===== src/rtl/isp8_ext_bus_ctrl.sv =====
// rtl/isp8_ext_bus_ctrl.sv - external I/O and scratchpad bus master with wait states, ack and timeout
module isp8_ext_bus_ctrl #(
  parameter int PORT_AW     = 8,
  parameter int WAIT_CYC    = 0,
  parameter int USE_ACK     = 0,
  parameter int TIMEOUT_CYC = 64
) (
  input  logic               clk,
  input  logic               rst_n,
  input  logic               req_io_wr,
  input  logic               req_io_rd,
  input  logic               req_mem_wr,
  input  logic               req_mem_rd,
  input  logic [PORT_AW-1:0] req_addr,
  input  logic [7:0]         req_wdata,
  input  logic               err_clr,
  input  logic               ext_ack,
  input  logic [7:0]         ext_din,
  output logic [PORT_AW-1:0] ext_addr,
  output logic [7:0]         ext_dout,
  output logic               ext_io_wr,
  output logic               ext_io_rd,
  output logic               ext_mem_wr,
  output logic               ext_mem_rd,
  output logic               busy,
  output logic [7:0]         rd_data,
  output logic               rd_valid,
  output logic               timeout_err
);

  localparam int CW = $clog2(TIMEOUT_CYC + 1);
  localparam logic [CW:0]   WAIT_V  = (CW + 1)'(WAIT_CYC);
  localparam logic [CW-1:0] TO_LAST = CW'(TIMEOUT_CYC - 1);
  localparam logic          ACK_EN  = (USE_ACK != 0);

  typedef enum logic [1:0] {
    S_IDLE   = 2'd0,
    S_SETUP  = 2'd1,
    S_STROBE = 2'd2
  } state_t;

  state_t        state, state_nx;
  logic [CW-1:0] cnt, cnt_nx;
  // Latched cycle type, one-hot: [3] mem_wr, [2] mem_rd, [1] io_wr, [0] io_rd
  logic [3:0]    kind;
  logic [3:0]    sel;
  logic [3:0]    strb;
  logic [CW:0]   cnt_p1;
  logic          wait_met, done, timeout_hit;
  logic          accept, finish, tmo;

  assign cnt_p1      = {1'b0, cnt} + {{CW{1'b0}}, 1'b1};
  // cnt+1 > WAIT_CYC is cnt >= WAIT_CYC without a constant compare against zero
  assign wait_met    = (cnt_p1 > WAIT_V);
  assign done        = wait_met && (!ACK_EN || ext_ack);
  assign timeout_hit = ACK_EN && (cnt == TO_LAST);

  assign busy       = (state != S_IDLE);
  assign ext_mem_wr = strb[3];
  assign ext_mem_rd = strb[2];
  assign ext_io_wr  = strb[1];
  assign ext_io_rd  = strb[0];

  // Fixed-priority request select: mem_wr > mem_rd > io_wr > io_rd
  always_comb begin
    sel = 4'b0000;
    if (req_mem_wr)      sel = 4'b1000;
    else if (req_mem_rd) sel = 4'b0100;
    else if (req_io_wr)  sel = 4'b0010;
    else if (req_io_rd)  sel = 4'b0001;
  end

  // State register and strobe-cycle counter
  always_ff @(posedge clk or negedge rst_n) begin
    if (!rst_n) begin
      state <= S_IDLE;
      cnt   <= '0;
    end else begin
      state <= state_nx;
      cnt   <= cnt_nx;
    end
  end

  // Next-state logic; a completing cycle wins over a timeout in the same cycle
  always_comb begin
    state_nx = state;
    cnt_nx   = cnt;
    accept   = 1'b0;
    finish   = 1'b0;
    tmo      = 1'b0;
    case (state)
      S_IDLE: begin
        if (sel != 4'b0000) begin
          accept   = 1'b1;
          state_nx = S_SETUP;
        end
      end
      S_SETUP: begin
        cnt_nx   = '0;
        state_nx = S_STROBE;
      end
      S_STROBE: begin
        if (done) begin
          finish   = 1'b1;
          state_nx = S_IDLE;
        end else if (timeout_hit) begin
          finish   = 1'b1;
          tmo      = 1'b1;
          state_nx = S_IDLE;
        end else begin
          cnt_nx = cnt + 1'b1;
        end
      end
      default: state_nx = S_IDLE;
    endcase
  end

  // Bus datapath: address/data latch, registered strobes, read capture
  always_ff @(posedge clk or negedge rst_n) begin
    if (!rst_n) begin
      ext_addr <= '0;
      ext_dout <= '0;
      kind     <= '0;
      strb     <= '0;
      rd_data  <= '0;
      rd_valid <= 1'b0;
    end else begin
      rd_valid <= 1'b0;
      if (accept) begin
        ext_addr <= req_addr;
        ext_dout <= req_wdata;
        kind     <= sel;
      end
      if (state == S_SETUP) begin
        strb <= kind;
      end
      if (finish) begin
        strb <= '0;
        if (kind[2] || kind[0]) begin
          rd_valid <= 1'b1;
          rd_data  <= tmo ? 8'hFF : ext_din;
        end
      end
    end
  end

  // Sticky timeout flag; a new timeout beats a coincident clear
  always_ff @(posedge clk or negedge rst_n) begin
    if (!rst_n) begin
      timeout_err <= 1'b0;
    end else if (tmo) begin
      timeout_err <= 1'b1;
    end else if (err_clr) begin
      timeout_err <= 1'b0;
    end
  end

endmodule


===== config.mk =====
export PLATFORM = sky130hd
export DESIGN_NAME = isp8_ext_bus_ctrl
export DESIGN_NICKNAME = d
export VERILOG_FILES = /design/src/rtl/isp8_ext_bus_ctrl.sv
export SDC_FILE = /design/constraint.sdc
export NUM_CORES = 1
export LEC_CHECK = 0
export ABC_AREA = 1
export BUFFER_PORTS_ARGS = -buffer_cell sky130_fd_sc_hd__buf_2
export CORE_UTILIZATION = 46
export CTS_BUF_LIST = sky130_fd_sc_hd__clkbuf_8
export CTS_CLUSTER_DIAMETER = 150
export DETAILED_ROUTE_END_ITERATION = 16
export GPL_TIMING_DRIVEN = 0
export PLACE_DENSITY = 0.74
export SLEW_MARGIN = 20
export SYNTH_ARGS = -nofsm -noshare
export SYNTH_HDL_FRONTEND = slang
export SYNTH_SLANG_ARGS = --single-unit

===== constraint.sdc =====
create_clock -name clk -period 1.3 [get_ports clk]
set_input_delay 0.13 -clock clk [delete_from_list [all_inputs] [get_ports clk]]
set_output_delay 0.13 -clock clk [all_outputs]
set_load 0.01 [all_outputs]

# ---- After elaboration in Yosys (flattened, before gate mapping)
# Cells that the tools add are included.
dict set report word_totals {
  elab_cells 42
  out_inout_bits 31
  regBits 42
}
dict set report op_classes {
  n_eq_ne 5
  reduce_logical 9
  n_mux 17
  order_cmp 1
  n_addsub 2
}
# operator count
set ops {}
lappend ops {{two-way mux 4 bit} 5}
lappend ops {{case mux 7 bit (2 select lines)} 1}
lappend ops {{adder 7 x 1 -> 8 bit, second input constant} 1}
lappend ops {{greater-than comparator 8 x 1 -> 1 bit, second input constant} 1}
lappend ops {{adder 7 x 1 -> 7 bit, second input constant} 1}
lappend ops {{two-way mux 1 bit} 7}
lappend ops {{two-way mux 7 bit} 1}
lappend ops {{!= test 2 bit, second input constant} 3}
lappend ops {{case mux 2 bit (3 select lines)} 1}
lappend ops {{AND reduction 2 bit} 3}
lappend ops {{nonzero test 2 bit} 3}
lappend ops {{two-way mux 2 bit} 2}
lappend ops {{nonzero test 4 bit} 1}
lappend ops {{== test 2 x 1 -> 1 bit, second input constant} 1}
lappend ops {{== test 2 bit, second input constant} 1}
lappend ops {{logical NOT 2 bit} 1}
lappend ops {{logical OR 1 bit} 1}

# ---- Depth between registers and ports, before layout
# Gate-level depths: netlist of the first run.
dict set report depth {
  word_depth 7
  ltp_mapped 11
  depth_no_buf 10
}

# ---- Worst setup path after synthesis of the first run
# OpenSTA, ideal clock, no wires.
dict set report synth_timing {
  path_type {register to register}
  startpoint {register cnt[0]}
  endpoint {register cnt[0]}
  path_slack_ns -0.084
  arrival_time_ns 1.319
  n_path_buf 1
  path_stages_with_launch 12
  setup_ns 0.065
  path_cell_list {dfrtp_1 ha_1 nand3_1 nand2_1 inv_1 nand2_1 nand2_1 nand3_2 buf_6 nor2_4 nand2_1 nand2_1}
}
dict set report synth_between {
  elab_chain_len 4
  elab_cells_between_ends 7
}
# element line_no
set synth_rtl {}
lappend synth_rtl {{start: declaration} 43} ;# logic [CW-1:0] cnt, cnt_nx;
lappend synth_rtl {{start signal: assignment} 80} ;# cnt <= cnt_nx;
lappend synth_rtl {{adder 7 x 1 -> 8 bit} 52} ;# assign cnt_p1 = {1'b0, cnt} + {{CW{1'b0}}, 1'b1};
lappend synth_rtl {{greater-than comparator 8 x 1 -> 1 bit} 54} ;# assign wait_met = (cnt_p1 > WAIT_V);
lappend synth_rtl {{!= test 2 bit (no line)} n/a}
lappend synth_rtl {{AND reduction 2 bit (no line)} n/a}
# Parallel ways exist; a longest one is shown, timed or not. The select of a mux whose other input is x is not followed.
# A chain may end at the register's enable or synchronous reset.

# ---- Worst setup path after layout of the first run
dict set report layout_timing {
  startpoint {register cnt[1]}
  endpoint {register strb[0]}
}
dict set report layout_between {
  elab_chain_len 5
  elab_cells_between_ends 6
}
# element line_no
set layout_rtl {}
lappend layout_rtl {{adder 7 x 1 -> 8 bit *} 52}
lappend layout_rtl {{greater-than comparator 8 x 1 -> 1 bit *} 54}
lappend layout_rtl {{two-way mux 1 bit *} 103} ;# if (done) begin
lappend layout_rtl {{two-way mux 1 bit *} 91} ;# case (state)
lappend layout_rtl {{two-way mux 4 bit or nonzero test 2 bit (tied branches)} n/a}
lappend layout_rtl {{end signal: assignment} 135} ;# strb <= kind;
lappend layout_rtl {{end: declaration} 47} ;# logic [3:0] strb;
# Every way passes the cells marked *; elsewhere a longest branch is shown, timed or not.

==> qor.yml, run 1 <==
grt:
  antenna_found_initial: 0
  grt_pass1_wl_um: 5940
  grt_start_max_net_pins: 43
  grt_use_total_pct: 18.70
  grt_pass1_vias: 1407
  grt_overflow: 0
routing:
  drc: 0
  viasPerCell: 4.664
  wl_per_cell_um: 10.84
  initialDrtViolationCount: 43
  route.vias.total: 1511
  drt_wl_total_um: 3511
  first_pass_iters: 4
  drtAntennaViolNets: 0
setup_path:
  path_cells: "ha_2, nand2_1, nor2_1, nand2_1, nor2_2, nand3_2, buf_6, nand2_4, nand3_1, nand2_1"
  cp-end-kind: "flip-flop"
  path_max_fanout: 10
  cp_common_cell: "nand2_1"
  cp_slowest_cell: "dfrtp_1"
  cp-start-kind: "flip-flop"
  cp.arrival_ns: 1.67
  startpoint: "cnt[1]"
  critPathMaxStageDelay_ns: 0.36
  r2r-start: "cnt[1]"
  r2r_cells: 10
  crit_required_ns: 1.52
  endpoint: "strb[0]"
  critPathKind: "flip-flop to flip-flop"
  rr_endpoint: "strb[0]"
  r2r_slack_ns: -0.15
synthesis:
  netlist_area_um2: 1784
  yosysTopAreaCell: "dfrtp_1"
  netlist_instances: 203
  yosys_warnings: 0
  synth.avg_cell_area_um2: 8.789
  synth_cell_types: 24
  ys_ff_latch: 42
  synth_area_leaders: "dfrtp_1 (59%), nand2_1 (19%), nand4_1 (3.9%)"
  synthDominantCellAreaShare_pct: 58.91
  synth_fp_nets: 236
  synth_sequential_area_ratio_pct: 58.91
die:
  dieWidth_um: 64.28
  die-height_um: 64.28
  start_util_pct: 48.37
  die-area_um2: 4132
  ios: 63
  core_area_um2: 3689
  rows: 22
final_layout:
  antenna_cells: 0
  syn_to_final_growth_pct: 31.07
  layout.nets: 310
  drive_gt1_share_pct: 34.06
sta:
  finalHoldViolations: 0
  fin_crit_sh_pct: 111.3
  fin_hold_ws_ns: 0.03700
  finalSetupViolCount: 22
  min_period_ns: 1.447
  timing.fmax_mhz: 691.3
  fin_setup_tns_ns: -2.412
  max_slew_margin_pct: 41.10
  rsz0062_at_grt: "true"
  setup_ws_ns: -0.1466
  drv_slew: 0
  worstMarginPinSlew_ns: 0.8835
  fin_worst_skew_ns: 0.006349
min_path:
  hp-class: "input port to flip-flop"
  min_from: "req_addr[2]"
placed_design:
  port_buffers: 59
  hpwl_um: 2330
  gp_congestion: 0.7719
clocking:
  htreeDepth: 2
  numCtsBuffers: 5
  clk_path_buf_depth: 2
  cts.sink_count: 42
  root_buffer: "clkbuf_8"
  clk_pin_slew_ns: 0.07
  clk_latency_ns: 0.29
  cts_tree: "yes"
pwr:
  vdd_drop_max_mv: 1.218
  static-leakage-power_nw: 1.303
  cellPowerDensity_nw_per_um2: 2128
job:
  max_cap_violations: 0
run_status:
  status: "finished with violations"
  violations: "setup timing"
-- state kept, by name, indices dropped and copies added, names as in the netlist --
signal	count
ext_addr	8
rd_data	8
ext_dout	8
rd_valid	1
kind	4
strb	4
cnt	7
state	2
-- worst min path at each step --
stage | end | depth (start not counted)
2_1_floorplan | cnt[0] | 0
3_3_place_gp | rd_data[7] | 1
3_5_place_dp | rd_data[7] | 1
4_1_cts | ext_addr[2] | 3
5_1_grt | ext_addr[3] | 3
6_report | ext_addr[2] | 3
-- cell usage in the layout, fill, tap and decap left out, types with 3 or more instances in the layout --
master,netlist,final
nand3_2,3,3
buf_4,1,5
nand2_1,92,88
buf_2,2,59
buf_6,1,4
nand4_1,11,11
nor2_1,12,11
nand3_1,7,7
clkbuf_8,1,7
inv_1,18,16
dfrtp_1,42,42
nand2_2,0,4
inv_2,1,3
-- cells in the mapped netlist, drive strengths merged --
| library cell | number |
|---|---|
| ha | 1 |
| inv | 19 |
| dfrtp | 42 |
| nor2 | 14 |
| nand4 | 11 |
| o22ai | 1 |
| nand2 | 93 |
| buf | 4 |
| conb | 1 |
| clkbuf | 2 |
| or2 | 1 |
| o21ai | 1 |
| o21a | 1 |
| nand3 | 10 |
| o32ai | 1 |
| a31oi | 1 |
-- report_power, final --
group          leakage (nW)  total (mW)  switching (mW)  internal [mW]
clock network        0.0431       0.799           0.390          0.409
logic                 0.726        2.10            1.24          0.863
registers             0.534        2.08           0.263           1.81
-- timing repair --
item | 4_1_cts | 5_1_grt
gates cloned | 0 | 1
endpoints found under the setup margin | 33 | 41
hold endpoints to repair | 31 | 0
resized for setup | 4 | 14
pin swaps | 1 | 2
hold buffers | 1 | 0
setup buffers | 4 | 2
-- layer usage --
metal / track usage [%] / up-vias / wire length [um]
met1: 22.64 / 667 / 1537
li1: - / 775 / -
met3: 6.250 / 2 / 310
met5: 0 / - / 0
met2: 32.11 / 67 / 1646
met4: 4.167 / 0 / 17
-- final cells by class --
class / count / area [um2]
fill: 325 / 1350
tap: 48 / 60.06
timing repair buffer: 66 / 357.8
sequential: 42 / 1051
clock buffer: 6 / 82.58
buffer: 6 / 58.81
multi-input combinational: 137 / 656.9
inverter: 19 / 71.32
-- cells by family (layout without fill, tap and decap cells) --
logic type | Yosys count | in the layout | synth area share (%)
adder cells (fa/ha/maj) | 1 | 1 | 0.7012
AO/OA/AOI/OAI | 5 | 5 | 2.244
other | 1 | 1 | 0.2102
AND/OR/NAND/NOR | 129 | 130 | 31.35
flip-flops | 42 | 42 | 58.91
buffers and inverters | 25 | 97 | 6.591
-- through the flow --
step / utilization, % / std cells / setup slack, ns / instance area [um2] / total power, mW
2_1_floorplan: - / 203 / -0.05279 / 1787 / 3.223
3_5_place_dp: 58.07 / 310 / -0.2270 / 2142 / 3.960
3_3_place_gp: 58.07 / 310 / -0.2053 / 2142 / 3.913
6_report: 63.40 / 324 / -0.1466 / 2338 / 4.977
5_1_grt: 63.40 / 324 / -0.2540 / 2338 / 5.430
4_1_cts: 61.57 / 321 / -0.1429 / 2271 / 4.853
-- worst max-delay path, delay by kind of cell (launching register included) --
| kind | cells | cell delay, ns |
|---|---|---|
| adders and majority gates | 1 | 0.20 |
| buffers and inverters | 1 | 0.15 |
| and+or+nand+nor | 8 | 0.66 |
| DFF | 1 | 0.36 |
Note: power is estimated with default switching activity, not from simulation.
==> inputs of run 2 (changes only) <==
--- a/config.mk
+++ b/config.mk
@@ -7,3 +7,2 @@
 export LEC_CHECK = 0
-export ABC_AREA = 1
 export BUFFER_PORTS_ARGS = -buffer_cell sky130_fd_sc_hd__buf_2
--- a/constraint.sdc
+++ b/constraint.sdc
@@ -3,2 +3,2 @@
 set_output_delay 0.13 -clock clk [all_outputs]
-set_load 0.01 [all_outputs]
+set_load 0.02 [all_outputs]
==> qor.yml, run 2 <==
run_status:
  status: "finished with violations"
  violations: "setup timing"
synthesis:
  yosys_warnings: 0
  synth_sequential_area_ratio_pct: 60.00
  synth_cell_types: 30
  synth_edf_count: 0
  synth_fp_nets: 161
  synth.avg_cell_area_um2: 13.69
  synth_common_cells: "dfrtp_1 (42), mux2_2 (16), mux2_4 (9), nor2_1 (8), a21oi_1 (7)"
  synth.most_common_cell: "dfrtp_1"
  synthDominantCellAreaShare_pct: 60.00
  netlist_instances: 128
  ys_ff_latch: 42
  synth_area_leaders: "dfrtp_1 (60%), mux2_2 (10%), mux2_4 (7.7%)"
  netlist_area_um2: 1752
  yosysTopAreaCell: "dfrtp_1"
  synthFlopType: "dfrtp_1"
  async_flop_share_pct: 100.0
pwr:
  static-leakage-power_nw: 1.315
  power_mw: 6.537
  vdd_drop_max_mv: 1.367
  seq_power_share_pct: 34.3
  cellPowerDensity_nw_per_um2: 2528
  switchingPower_mw: 2.525
  swShare_pct: 38.63
  internal_power_mw: 4.012
  clockPowerShare_pct: 13.1
  p_comb_share_pct: 52.6
die:
  start_util_pct: 47.85
  core_area_um2: 3661
  die-height_um: 63.71
  rows: 22
  ios: 63
  die-area_um2: 4059
  dieWidth_um: 63.71
grt:
  grt_use_total_pct: 21.55
  grt_start_max_net_pins: 43
  grt_pass1_vias: 1393
  antenna_found_initial: 0
  grt_overflow: 0
  grt_pass1_wl_um: 6527
setup_path:
  critPathKind: "flip-flop to flip-flop"
  critPathMaxStageDelay_ns: 0.45
  cp.arrival_ns: 1.66
  cp-start-kind: "flip-flop"
  r2r_slack_ns: -0.18
  crit_required_ns: 1.48
  path_max_fanout: 6
  cp-end-kind: "flip-flop"
  path_cells: "a21oi_2, nand4_1, buf_6, o211ai_4, mux2_4"
  cp_slowest_cell: "dfrtp_2"
clocking:
  root_buffer: "clkbuf_8"
  numCtsBuffers: 5
  cts_tree: "yes"
  cts.sink_count: 42
  clk_latency_ns: 0.29
  clk_path_buf_depth: 2
  htreeDepth: 2
  clk_pin_slew_ns: 0.08
sta:
  fin_worst_skew_ns: 0.008429
  fin_crit_sh_pct: 114.0
  rsz0062_at_grt: "true"
  worstMarginPinSlew_ns: 0.8986
  max_slew_margin_pct: 40.10
  min_period_ns: 1.482
  finalSetupViolCount: 33
  timing.fmax_mhz: 674.7
  finalHoldViolations: 0
  drv_slew: 0
  setup_ws_ns: -0.1822
min_path:
  hp-class: "input port to flip-flop"
final_layout:
  final_cell_mix: "buf_2 (58), dfrtp_1 (39), mux2_4 (25)"
  reg.largest.list: "ext_addr (8), ext_dout (8), rd_data (8)"
  drive_gt1_share_pct: 63.93
  syn_to_final_growth_pct: 47.64
  antenna_cells: 0
  layout_commonest_cell: "buf_2"
  utilization_pct: 70.64
  layout.nets: 251
routing:
  drt_wl_total_um: 4301
  first_pass_iters: 4
  wl_per_cell_um: 16.11
  route.vias.total: 1402
  drtAntennaViolNets: 0
  viasPerCell: 5.251
  drc: 0
  initialDrtViolationCount: 54
placed_design:
  gp_congestion: 0.7576
  hpwl_um: 2553
  port_buffers: 59
job:
  max_cap_violations: 0
==> run 2: final timing paths <==
kind | startpoint | end | cells after the start
setup reg to reg | cnt[1] | rd_data[4] | 5
max in group asynchronous | rst_n | cnt[1] | 2
min in group asynchronous | rst_n | ext_dout[2] | 2
hold reg to reg | ext_dout[2] | ext_dout[2] | 1
hold / removal | req_addr[6] | ext_addr[6] | 2
setup / recovery | cnt[1] | rd_data[4] | 5
==> run 2: cells by family after synthesis <==
group	after synthesis	share of synthesized area, %
DFF	42	60.00
and+or+nand+nor	33	10.93
xor gates and xnor gates	1	0.5001
other	1	0.2141
muxes	25	18.00
AOI/OAI and AO/OA	18	6.928
adders and majority gates	1	0.7142
buffers and inverters	7	2.714
==> run 2: critical path: cells and delay by family (launching register included) <==
family | cells | cell delay (ns)
AND/OR/NAND/NOR | 1 | 0.11
flip-flops | 1 | 0.45
AO/OA/AOI/OAI | 2 | 0.30
buffers and inverters | 1 | 0.16
multiplexers | 1 | 0.34
==> run 2: cell type report <==
cell class	count	area [um2]
multi-input cells	80	822.0
well taps	48	60.06
clock buffers	6	82.58
flip-flops and latches	42	1055
fillers	254	1075
inverters	4	21.27
clock inverters	2	8.758
plain buffers	1	7.507
repair buffers	84	529.3
==> run 2: metrics by stage <==
step	cell area [um2]	setup TNS [ns]	instances	hold WS, ns	setup WS [ns]
after global placement	2148	-9.533	235	0.2823	-0.3793
after global routing	2586	-4.742	267	0.05258	-0.2180
after floorplan	1793	-6.448	128	-0.1656	-0.3217
after CTS	2507	-4.251	261	0.05968	-0.1926
final	2586	-3.438	267	0.06647	-0.1822
after detailed placement	2148	-11.96	235	0.3026	-0.4513
==> run 2: power groups by stage <==
stage / Combinational [mW] / Clock [mW] / Sequential [mW]
6_report: 3.44 / 0.854 / 2.24
5_1_grt: 3.61 / 0.942 / 2.30
4_1_cts: 3.44 / 0.868 / 2.21
3_5_place_dp: 2.70 / 0 / 2.19
3_3_place_gp: 2.61 / 0 / 2.15
2_1_floorplan: 1.35 / 0 / 2.72
==> run 2: timing repair <==
item,CTS,global route
endpoints found under the setup margin,36,36
setup buffers,15,9
cloned,2,0
hold endpoints to repair,42,0
pin swaps,11,10
resized for setup,33,16
hold buffers,1,0
==> run 2: per-layer routing <==
layer / vias up / track usage (%) / share of wire [%]
li1: 629 / - / -
met1: 702 / 24.91 / 38
met2: 57 / 36.84 / 54
met3: 14 / 7.428 / 5.6
met4: 0 / 7.386 / 2.6
met5: - / 0 / 0
